==> config.mk <==
export PLATFORM = sky130hd
export DESIGN_NAME = mem_stage_ctrl
export DESIGN_NICKNAME = d
export VERILOG_FILES = /design/src/rtl/mem_stage_ctrl.sv
export SDC_FILE = /design/constraint.sdc
export NUM_CORES = 1
export LEC_CHECK = 0
export CAP_MARGIN = 10
export CORE_UTILIZATION = 60
export DETAILED_ROUTE_END_ITERATION = 12
export DONT_BUFFER_PORTS = 1
export PLACE_DENSITY = 0.78
export SYNTH_ARGS = -nofsm -noshare
export SYNTH_HDL_FRONTEND = slang
export SYNTH_SLANG_ARGS = --single-unit
==> constraint.sdc <==
create_clock -name clk -period 5 [get_ports clk]
set_input_delay 1.5 -clock clk [delete_from_list [all_inputs] [get_ports clk]]
set_output_delay 1.5 -clock clk [all_outputs]
set_load 0.01 [all_outputs]
==> src/rtl/mem_stage_ctrl.sv <==
// MEM-stage data-memory controller: RAM_CTRL decode, req/ack handshake, big-endian lane steering.
// Optional build macro MEM_TIMEOUT_EN adds a WAIT-state timeout that aborts with a mem_err pulse.
module mem_stage_ctrl #(
   parameter int ADDR_W      = 8,
   parameter int TIMEOUT_CYC = 16
) (
   input  logic              clk,
   input  logic              reset_n,
   input  logic [31:0]       ex_out,
   input  logic [31:0]       ex_di,
   input  logic [4:0]        ex_rd,
   input  logic              l,
   input  logic              rf_le,
   input  logic [3:0]        ram_ctrl,
   output logic              mem_req,
   output logic              mem_we,
   output logic [ADDR_W-1:0] mem_addr,
   output logic [3:0]        mem_be,
   output logic [31:0]       mem_wdata,
   input  logic [31:0]       mem_rdata,
   input  logic              mem_ack,
   output logic              mem_stall,
   output logic [31:0]       mem_out,
   output logic [4:0]        mem_rd,
   output logic              mem_rf_le,
   output logic              mem_misalign,
   output logic              mem_err
);

   // state | meaning
   // IDLE  | no access in flight; pass-through, or launch a RAM access
   // WAIT  | mem_req high, pipeline stalled until ack (or timeout)
   // DONE  | one cycle presenting the result to MEM/WB
   typedef enum logic [1:0] {IDLE, WAIT, DONE} state_t;

   state_t              state_q, state_d;
   logic                req_q, req_d;
   logic                we_q, we_d;
   logic [ADDR_W-1:0]   addr_q, addr_d;
   logic [3:0]          be_q, be_d;
   logic [31:0]         wdata_q, wdata_d;
   logic [31:0]         ldata_q, ldata_d;
   logic [1:0]          size_q, size_d;
   logic [1:0]          off_q, off_d;
   logic                terr_q, terr_d;
   logic                timeout_hit;

   logic                acc_en, acc_rw, misal;
   logic [1:0]          acc_size, acc_off;
   logic [3:0]          st_be;
   logic [31:0]         st_wdata;
   logic [31:0]         ld_steer;

   assign acc_en   = ram_ctrl[3];
   assign acc_rw   = ram_ctrl[2];
   assign acc_size = ram_ctrl[1:0];
   assign acc_off  = ex_out[1:0];
   assign misal    = (acc_size == 2'b11) ||
                     ((acc_size == 2'b01) && acc_off[0]) ||
                     ((acc_size == 2'b10) && (acc_off != 2'b00));

   // Byte lane 0 (offset 0) lives in bits 31:24.
   always_comb begin
      st_be    = 4'b1111;
      st_wdata = ex_di;
      if (acc_rw) begin
         case (acc_size)
            2'b00: begin
               st_be    = 4'b1000 >> acc_off;
               st_wdata = {4{ex_di[7:0]}};
            end
            2'b01: begin
               st_be    = acc_off[1] ? 4'b0011 : 4'b1100;
               st_wdata = {2{ex_di[15:0]}};
            end
            default: begin
               st_be    = 4'b1111;
               st_wdata = ex_di;
            end
         endcase
      end
   end

   always_comb begin
      ld_steer = mem_rdata;
      case (size_q)
         2'b00: begin
            case (off_q)
               2'd0:    ld_steer = {24'h0, mem_rdata[31:24]};
               2'd1:    ld_steer = {24'h0, mem_rdata[23:16]};
               2'd2:    ld_steer = {24'h0, mem_rdata[15:8]};
               default: ld_steer = {24'h0, mem_rdata[7:0]};
            endcase
         end
         2'b01:   ld_steer = {16'h0, off_q[1] ? mem_rdata[15:0] : mem_rdata[31:16]};
         default: ld_steer = mem_rdata;
      endcase
   end

`ifdef MEM_TIMEOUT_EN
   logic [7:0] cnt_q, cnt_d;

   // Counter is held at zero outside WAIT, so it is clear on every WAIT entry.
   assign cnt_d       = (state_q == WAIT) ? cnt_q + 8'd1 : 8'd0;
   assign timeout_hit = (state_q == WAIT) && !mem_ack && (cnt_q == 8'(TIMEOUT_CYC - 1));

   always_ff @(posedge clk or negedge reset_n) begin
      if (!reset_n) cnt_q <= 8'd0;
      else          cnt_q <= cnt_d;
   end
`else
   assign timeout_hit = 1'b0;

   // TIMEOUT_CYC only has an effect in the timeout build.
   if (TIMEOUT_CYC < 1) begin : g_timeout_unused
   end
`endif

   always_comb begin
      state_d      = state_q;
      req_d        = req_q;
      we_d         = we_q;
      addr_d       = addr_q;
      be_d         = be_q;
      wdata_d      = wdata_q;
      ldata_d      = ldata_q;
      size_d       = size_q;
      off_d        = off_q;
      terr_d       = terr_q;
      mem_stall    = 1'b0;
      mem_out      = ex_out;
      mem_rf_le    = rf_le;
      mem_misalign = 1'b0;
      case (state_q)
         IDLE: begin
            if (acc_en) begin
               mem_rf_le = 1'b0;
               if (misal) begin
                  mem_misalign = 1'b1;
                  mem_out      = 32'h0;
               end else begin
                  mem_stall = 1'b1;
                  req_d     = 1'b1;
                  we_d      = acc_rw;
                  addr_d    = {ex_out[ADDR_W-1:2], 2'b00};
                  be_d      = st_be;
                  wdata_d   = st_wdata;
                  size_d    = acc_size;
                  off_d     = acc_off;
                  terr_d    = 1'b0;
                  state_d   = WAIT;
               end
            end
         end
         WAIT: begin
            mem_stall = 1'b1;
            mem_rf_le = 1'b0;
            if (mem_ack) begin
               req_d   = 1'b0;
               we_d    = 1'b0;
               ldata_d = ld_steer;
               state_d = DONE;
            end else if (timeout_hit) begin
               req_d   = 1'b0;
               we_d    = 1'b0;
               ldata_d = 32'h0;
               terr_d  = 1'b1;
               state_d = DONE;
            end
         end
         DONE: begin
            mem_out   = l ? ldata_q : ex_out;
            mem_rf_le = rf_le && !terr_q;
            state_d   = IDLE;
         end
         default: state_d = IDLE;
      endcase
   end

   always_ff @(posedge clk or negedge reset_n) begin
      if (!reset_n) begin
         state_q <= IDLE;
         req_q   <= 1'b0;
         we_q    <= 1'b0;
         addr_q  <= '0;
         be_q    <= 4'b0000;
         wdata_q <= 32'h0;
         ldata_q <= 32'h0;
         size_q  <= 2'b00;
         off_q   <= 2'b00;
         terr_q  <= 1'b0;
      end else begin
         state_q <= state_d;
         req_q   <= req_d;
         we_q    <= we_d;
         addr_q  <= addr_d;
         be_q    <= be_d;
         wdata_q <= wdata_d;
         ldata_q <= ldata_d;
         size_q  <= size_d;
         off_q   <= off_d;
         terr_q  <= terr_d;
      end
   end

   assign mem_req   = req_q;
   assign mem_we    = we_q;
   assign mem_addr  = addr_q;
   assign mem_be    = be_q;
   assign mem_wdata = wdata_q;
   assign mem_rd    = ex_rd;
   assign mem_err   = timeout_hit;

endmodule

==> flow_metrics.tcl, run 1 <==
set metrics [dict create \
    clk_pin_slew_ns 0.08 \
    post_drt_wl_per_cell_um 17.9 \
    fin_crit_ns 4.05 \
    yosys-top-cells-area "dfrtp_1, nand2_1, o21ai_0, mux2i_1, mux2_4" \
    skew_ns 0.00621 \
    io_buffer_count 0 \
    hold_slack_ns 0.482 \
    synth_flop_cell "dfrtp_1" \
    route.met3.wl_um 801 \
    h-tree-depth 3 \
    timing.fmax_ghz 0.247 \
    route.met2.wl_um 4930 \
    topRoutingLayerUsed "met4" \
    holdPathEnd "ldata_q[26]" \
    worstSetupStartpointType "input pin" \
    leakagePower_nw 2.19 \
    postCtsSetupBuffers 0 \
    post-route-period-util 0.811 \
    rows 31 \
    synth_compound_area_frac 0.194 \
    clock_sinks 82 \
    clk_latency_ns 0.34 \
    gr-total-overflow 0 \
    grt_usage 0.265 \
    cp.arrival_ns 2.55 \
    synth-adder-area-share 0 \
    vias 3456 \
    grt_pass1_vias 3080 \
    grt_max_degree 83 \
    cp-end-kind "output pin" \
    dp_hpwl_um 7410 \
    clock_path_buffers 2 \
    grt_pass1_wl_um 15700 \
    numCtsBuffers 9 \
    vias_per_cell 5.93 \
    drive_gt1_frac 0.0950 \
    hold-path-cell-count 2 \
    io_pins 197 \
    setup_violations 0 \
    drc 0 \
    synth_xor_area_frac 0 \
    crit_fanout 32 \
    drt-pass1-iter-count 4 \
    die_x_um 88.7 \
    antenna_found_initial 0 \
    synth_edf_count 0 \
    hold_violations 0 \
    drv_cap 0 \
    r2r_slack_ns 2.98 \
    synthCells 507 \
    synth_top_area_share 0.455 \
    ant_nets 0 \
    nNetsFinal 589 \
    yosys.area_share.simple 0.150 \
    dieArea_mm2 0.00786 \
    hold_class "reg -> reg" \
    min_from "ldata_q[26]" \
    ys_warn_count 0 \
    totalWireLength_um 10400 \
    synth-seq-cells 82 \
    syn_area_mm2 0.00451 \
    gp_congestion 0.908 \
    post_cts_resized 0 \
    syn_area_per_cell_um2 8.89 \
    drt-met1-wl_um 4530 \
    tns_ns 0 \
    outcome "complete, no violations" \
    initial_core_util 0.621 \
    synth.area.mux_share 0.124 \
    area_delta_synth_final_pct 2.53 \
    layout_common_cells "nand2_1, o21ai_0, dfrtp_1" \
    drt-initial-drc-count 212 \
    timing.rr.end "ldata_q[10]" \
    place_area_mm2 0.00440 \
    r2r-start "size_q[1]" \
    ctsHoldBuffers 0 \
    async_flop_share 1.00 \
    core_mm2 0.00725 \
    required_ns 3.50 \
    synth_area_leader_cell "dfrtp_1" \
    yosys.cell_types.count 39 \
    dieHeight_um 88.7 \
    cts_tree "done" \
    ir_drop_v 0.000250 \
    final_common_cell "nand2_1" \
    root_buffer "clkbuf_8" \
    grt_setup_unrepaired "false" \
    synth_top_family_by_area "compound AO/OA/AOI/OAI gates" \
    ys_seq_area_frac 0.455 \
    finalMaxSlewViolations 0 \
    max_slew_margin 0.271 \
    power.density_mw_per_mm2 460 \
    final_area_mm2 0.00462 \
    worst-r2r-cell-count 4 \
    tightestPinTransition_ns 1.09 \
    antenna_cells 0 \
    critical_path_class "in -> out" \
]
## area by class of cell
class	instances	area [um2]
inverters	12	45.0
repair buffers	7	72.6
multi-input cells	367	2120
clock inverters	4	50.0
fillers	625	2630
well taps	99	124
clock buffers	12	155
flip-flops and latches	82	2050
## synthesized netlist by cell type, drive strengths merged, types with 7 or more instances
cell,number
a21oi,19
a22o,7
nand2,137
dfrtp,82
clkbuf,10
buf,38
mux2,16
mux2i,32
inv,12
o21ai,97
nor2,14
a22oi,8
## where the power goes
| group | leakage, nW | internal, W | switching (W) |
|---|---|---|---|
| logic | 1.07 | 0.000241 | 0.000247 |
| registers | 1.02 | 0.000891 | 0.000256 |
| clock network | 0.0986 | 0.000258 | 0.000234 |
| total | 2.19 | 0.00139 | 0.000737 |
## worst max path at each step
stage / cells after the start / endpoint / startpoint / slack [ns]
2_1_floorplan: 5 / mem_out[22] / ram_ctrl[0] / 1.07
3_3_place_gp: 5 / mem_out[3] / ram_ctrl[3] / 0.97
3_5_place_dp: 5 / mem_out[4] / ram_ctrl[3] / 0.96
4_1_cts: 5 / mem_out[4] / ram_ctrl[3] / 0.96
5_1_grt: 5 / mem_out[16] / ram_ctrl[3] / 0.85
6_report: 5 / mem_out[2] / ram_ctrl[3] / 0.95
## per-stage QoR
stage               setup slack, ns   util  std cells  power [W]
global placement              0.972  0.607        566    0.00161
detailed placement            0.958  0.607        566    0.00164
floorplan                      1.07      -        509    0.00155
global route                  0.849  0.637        583    0.00227
finish                        0.947  0.637        583    0.00213
CTS                           0.956  0.635        582    0.00213
## cell families after synthesis
family,Yosys count
other,1
and+or+nand+nor,165
AOI/OAI and AO/OA,151
buffers and inverters,60
DFF,82
muxes,48
## layer usage
metal / track usage / vias up
met5: 0 / -
met4: 0.0938 / 0
met3: 0.0616 / 12
met2: 0.410 / 157
met1: 0.369 / 1629
li1: - / 1658
## flip-flops by register name (all words and copies together) (netlist names), 2 cells and up
name       cells
ldata_q       32
mem_wdata     32
mem_addr       6
mem_be         4
off_q          2
size_q         2
state_q        2
## worst max-delay path: stages
cell and delay [ns]:
nor3b_2 0.24, o21ai_1 0.15, a21oi_2 0.12, buf_4 0.29
o21ai_0 0.24
Power figures use the tool's default switching activity.
==> run 2: changes to the inputs <==
--- a/config.mk
+++ b/config.mk
@@ -5,8 +5,9 @@
 export SDC_FILE = /design/constraint.sdc
 export NUM_CORES = 1
 export LEC_CHECK = 0
+export ABC_AREA = 1
 export CAP_MARGIN = 10
-export CORE_UTILIZATION = 60
+export CORE_UTILIZATION = 58
 export DETAILED_ROUTE_END_ITERATION = 12
 export DONT_BUFFER_PORTS = 1
 export PLACE_DENSITY = 0.78
==> constraint.sdc (replaced) <==
create_clock -name clk -period 3.67 [get_ports clk]
set_input_delay 1.101 -clock clk [delete_from_list [all_inputs] [get_ports clk]]
set_output_delay 1.101 -clock clk [all_outputs]
set_load 0.01 [all_outputs]
==> run 2 against run 1 <==
Sequential share of layout area is 5.1 points lower. Area after synthesis is 13% higher. Synthesized cell count is 53% higher. Clock power is 61% higher. Combinational power is 56% higher. Critical endpoint is now mem_out[31]. Highest routed layer unchanged. Flip-flop and latch count stayed put. Cell count is 46% higher. Sequential power is 38% higher. Power is 48% higher.
==> flow_metrics.tcl, run 2 <==
set metrics [dict create \
    cp.arrival_ns 2.28 \
    dieArea_mm2 0.00913 \
    skew_ns 0.00330 \
    comb_power_share 0.242 \
    crit_fanout 32 \
    dp.cells 839 \
    synth_flop_cell "dfrtp_1" \
    ys_top_cells_by_count "nand2_1, inv_1, dfrtp_1" \
    die_x_um 95.6 \
    grt_setup_unrepaired "false" \
    grt_pass1_wl_um 20600 \
    final_common_cell "nand2_1" \
    stdcell_count 854 \
    synth.most_common_cell "nand2_1" \
    max_slew_margin 0.312 \
    root_buffer "clkbuf_8" \
    syn_area_per_cell_um2 6.53 \
    synth_area_leader_cell "dfrtp_1" \
    io_pins 197 \
    ctsHoldBuffers 0 \
    timing.fmax_ghz 0.296 \
    p_int_w 0.00197 \
    r2r_slack_ns 1.37 \
    async_flop_share 1.00 \
    cts_tree "done" \
    power.density_mw_per_mm2 602 \
    vias_per_cell 5.56 \
    post-route-period-util 0.921 \
    drt-pass1-iter-count 5 \
    p_switching_w 0.00117 \
    cp-end-kind "output pin" \
    hold_violations 0 \
    grt_pass1_vias 4399 \
    finalMaxSlewViolations 0 \
    drc 0 \
    numCtsBuffers 9 \
    gr-total-overflow 0 \
    outcome "complete, no violations" \
    nNetsFinal 855 \
    post_cts_resized 0 \
    grt_usage 0.296 \
    dp_hpwl_um 9420 \
    synth_edf_count 0 \
    drv_cap 0 \
    yosys.cell_types.count 23 \
    fin_crit_ns 3.38 \
    clk_latency_ns 0.35 \
    power.share.sequential 0.506 \
    vias 4751 \
    ir_drop_v 0.000312 \
    antenna_cells 0 \
    tightestPinTransition_ns 1.03 \
    totalWireLength_um 13300 \
    clk_pin_slew_ns 0.08 \
    leakagePower_nw 2.94 \
    drive_gt1_frac 0.0427 \
    ys_seq_area_frac 0.404 \
    power.clock.fraction 0.252 \
    syn_area_mm2 0.00508 \
    clock_path_buffers 2 \
    synth-seq-cells 82 \
    required_ns 2.57 \
    worstSetupStartpointType "input pin" \
    ant_nets 0 \
    ys_warn_count 0 \
    synth_top_area_share 0.404 \
    setup_violations 0 \
    dieHeight_um 95.6 \
    p_sw_frac 0.374 \
    postCtsSetupBuffers 0 \
    yosys-top-cells-area "dfrtp_1, nand2_1, inv_1, o21ai_0, a21oi_1" \
    grt_max_degree 83 \
    post_drt_wl_per_cell_um 15.5 \
    io_buffer_count 0 \
    drt-initial-drc-count 274 \
    synthCells 777 \
    gp_congestion 0.873 \
    rows 33 \
    area_delta_synth_final_pct 2.76 \
    hold_class "in -> async" \
    critical_path_class "in -> out" \
    initial_core_util 0.609 \
    antenna_found_initial 0 \
    h-tree-depth 3 \
    tns_ns 0 \
    core_mm2 0.00834 \
    layout_common_cells "nand2_1, inv_1, dfrtp_1" \
    clock_sinks 82 \
]
[run 2: cells by family after synthesis]
logic type,after synthesis,share of synthesized area
buf+inv,146,0.131
flops,82,0.404
simple gates,423,0.330
compound gates,125,0.134
other cells,1,0.000739
[run 2: worst paths after layout]
path	startpoint	to	cells after the start
worst max-delay path	ram_ctrl[0]	mem_out[31]	5
worst min-delay path	reset_n	mem_wdata[22]	0
worst min register to register	off_q[0]	off_q[0]	2
worst max register to register	size_q[1]	ldata_q[7]	7
min in group clk	off_q[0]	off_q[0]	2
max in group asynchronous	reset_n	mem_addr[7]	0
[run 2: through the flow]
stage | hold WS [ns] | setup slack (ns) | cell area [um2] | total power, W | util
floorplan | 0.450 | 0.621 | 5080 | 0.00218 | -
global placement | 0.473 | 0.417 | 4980 | 0.00232 | 0.597
detailed placement | 0.481 | 0.306 | 4980 | 0.00236 | 0.597
CTS | 0.424 | 0.300 | 5220 | 0.00315 | 0.626
global route | 0.424 | 0.128 | 5220 | 0.00335 | 0.626
finish | 0.434 | 0.291 | 5220 | 0.00314 | 0.626
[run 2: area by class of cell]
type,instances,area (um2)
clock buffer,10,138
clock inverter,5,103
tap,105,131
sequential,82,2050
multi-input combinational,551,2380
inverter,93,349
fill,808,3120
timing repair buffer,8,60.1
[run 2: critical path, cell delays in order]
cell     delay [ns]
nor2_1         0.16
nand2_1        0.10
nand3_1        0.10
nand2_2        0.38
a21oi_1        0.43
[run 2: layer usage]
layer	vias up	global-route usage	wire length (um)
li1	2334	-	-
met1	2162	0.331	5250
met2	220	0.517	6290
met3	35	0.0726	1140
met4	0	0.163	568
met5	-	0	0
[run 2: power by group through the flow]
stage | logic, W | clock network [W] | registers (W)
after floorplan | 0.000713 | 0 | 0.00147
after global placement | 0.000725 | 0 | 0.00159
after detailed placement | 0.000761 | 0 | 0.00160
after CTS | 0.000761 | 0.000801 | 0.00159
after global routing | 0.000886 | 0.000830 | 0.00164
final | 0.000760 | 0.000792 | 0.00159
==> run 3: changes to the inputs <==
--- a/config.mk
+++ b/config.mk
@@ -11,6 +11,7 @@
 export DETAILED_ROUTE_END_ITERATION = 12
 export DONT_BUFFER_PORTS = 1
 export PLACE_DENSITY = 0.78
+export REMOVE_ABC_BUFFERS = 1
 export SYNTH_ARGS = -nofsm -noshare
 export SYNTH_HDL_FRONTEND = slang
 export SYNTH_SLANG_ARGS = --single-unit
==> run 3 against run 2 <==
Fmax up 1.7%. Largest power group unchanged. Sequential power about the same. Critical path depth unchanged. Clock power down 9.0%. Hold slack better by 0.0015 ns. Design area about the same. Combinational power up 5.7%.
==> flow_metrics.tcl, run 3 (synthesized netlist as in run 2, its figures left out) <==
set metrics [dict create \
    drc 0 \
    ant_nets 0 \
    final_area_mm2 0.00522 \
    io_pins 197 \
    crit_path_end "mem_out[23]" \
    finalMaxSlewViolations 0 \
    grt_max_degree 83 \
    outcome "complete, no violations" \
    power.density_mw_per_mm2 592 \
    gp_congestion 0.801 \
    cp_cell_sequence "nor2_1 -> nand2_1 -> nand3_1 -> nand2_2 -> a21oi_1" \
    post_drt_wl_per_cell_um 14.9 \
    startpoint "ram_ctrl[0]" \
    grt_setup_unrepaired "false" \
    numCtsBuffers 9 \
    drive_gt1_frac 0.0439 \
    tightestPinTransition_ns 0.929 \
    nNetsFinal 856 \
    place_area_mm2 0.00500 \
    vias 4732 \
    cp.arrival_ns 2.22 \
    fin_crit_ns 3.32 \
    grt_usage 0.283 \
    rows 33 \
    skew_ns 0.0101 \
    worst-r2r-cell-count 5 \
    area_delta_synth_final_pct 2.74 \
    layout_common_cells "nand2_1, inv_1, dfrtp_1" \
    worstSetupStartpointType "input pin" \
    post_cts_resized 0 \
    timing.fmax_ghz 0.301 \
    cpPeakStageDelay_ns 0.40 \
    leakagePower_nw 2.93 \
    crit_fanout 32 \
    clk_latency_ns 0.35 \
    cp.depth 5 \
    dieArea_mm2 0.00913 \
    r2r-start "state_q[0]" \
    grt_pass1_wl_um 19800 \
    critical_path_class "in -> out" \
    die_x_um 95.6 \
    io_buffer_count 0 \
    r2r_slack_ns 1.76 \
    clock_sinks 82 \
    final_util 0.625 \
    slowest_stage "a21oi_1" \
    tns_ns 0 \
    drt-pass1-iter-count 5 \
    ctsHoldBuffers 0 \
    h-tree-depth 3 \
    drt-initial-drc-count 231 \
    required_ns 2.57 \
    postCtsSetupBuffers 0 \
    drv_cap 0 \
    path_delay_family "simple AND/OR/NAND/NOR gates" \
    final_common_cell "nand2_1" \
    clock_path_buffers 2 \
    timing.rr.end "mem_wdata[5]" \
    initial_core_util 0.609 \
    antenna_found_initial 0 \
    post-route-period-util 0.905 \
    ir_drop_v 0.000280 \
    max_slew_margin 0.381 \
    critPathBufInv 0 \
    grt_pass1_vias 4179 \
    hold_violations 0 \
    antenna_cells 0 \
    hold_class "in -> async" \
    gr-total-overflow 0 \
    clk_pin_slew_ns 0.09 \
    dieHeight_um 95.6 \
    cts_tree "done" \
    vias_per_cell 5.53 \
    totalWireLength_um 12700 \
    dp_hpwl_um 8910 \
    cp-end-kind "output pin" \
    root_buffer "clkbuf_8" \
    setup_violations 0 \
    core_mm2 0.00834 \
]
## run 3: changes by cell type in the layout (fill, tap and decap cells not counted), sizes merged
cell,previous run,this run
buf,8,9
clkinvlp,1,3
bufinv,3,2
## run 3: final cells by class
| cell class | count | area (um2) |
|---|---|---|
| fill | 819 | 3120 |
| multi-input combinational | 551 | 2380 |
| sequential | 82 | 2050 |
| inverter | 93 | 349 |
| tap | 105 | 131 |
| clock buffer | 10 | 128 |
| clock inverter | 6 | 91.3 |
| timing repair buffer | 9 | 80.1 |
## run 3: report_power, final
group / internal (W) / total [W] / switching [W]
clock: 0.000385 / 0.000721 / 0.000336
sequential: 0.00121 / 0.00156 / 0.000349
combinational: 0.000298 / 0.000803 / 0.000505
total: 0.00190 / 0.00309 / 0.00119
## run 3: worst min path at each step
stage,depth (start not counted),from,to
after floorplan,2,off_q[0],off_q[0]
after global placement,2,off_q[0],off_q[0]
after detailed placement,2,off_q[0],off_q[0]
after CTS,0,reset_n,mem_wdata[18]
after global routing,0,reset_n,mem_wdata[18]
final,0,reset_n,mem_wdata[18]
## run 3: per-stage QoR
stage	hold slack [ns]	worst slack, ns	power (W)	std cells
floorplan	0.450	-0.246	0.00211	726
global placement	0.464	0.381	0.00233	840
detailed placement	0.466	0.308	0.00237	840
CTS	0.423	0.304	0.00310	856
global route	0.414	0.101	0.00330	856
finish	0.435	0.347	0.00309	856
## run 3: metal layers
metal / track usage / up-vias / wire [um]
met3: 0.0789 / 26 / 1190
met5: 0 / - / 0
met2: 0.472 / 246 / 6100
met1: 0.341 / 2125 / 5190
met4: 0.126 / 0 / 255
li1: - / 2335 / -
## run 3: worst reg2reg max path: cells and delay by family (launching register included)
| family | cells | cell delay, ns |
|---|---|---|
| buffers and inverters | 1 | 0.44 |
| DFF | 1 | 0.47 |
| and+or+nand+nor | 4 | 0.90 |
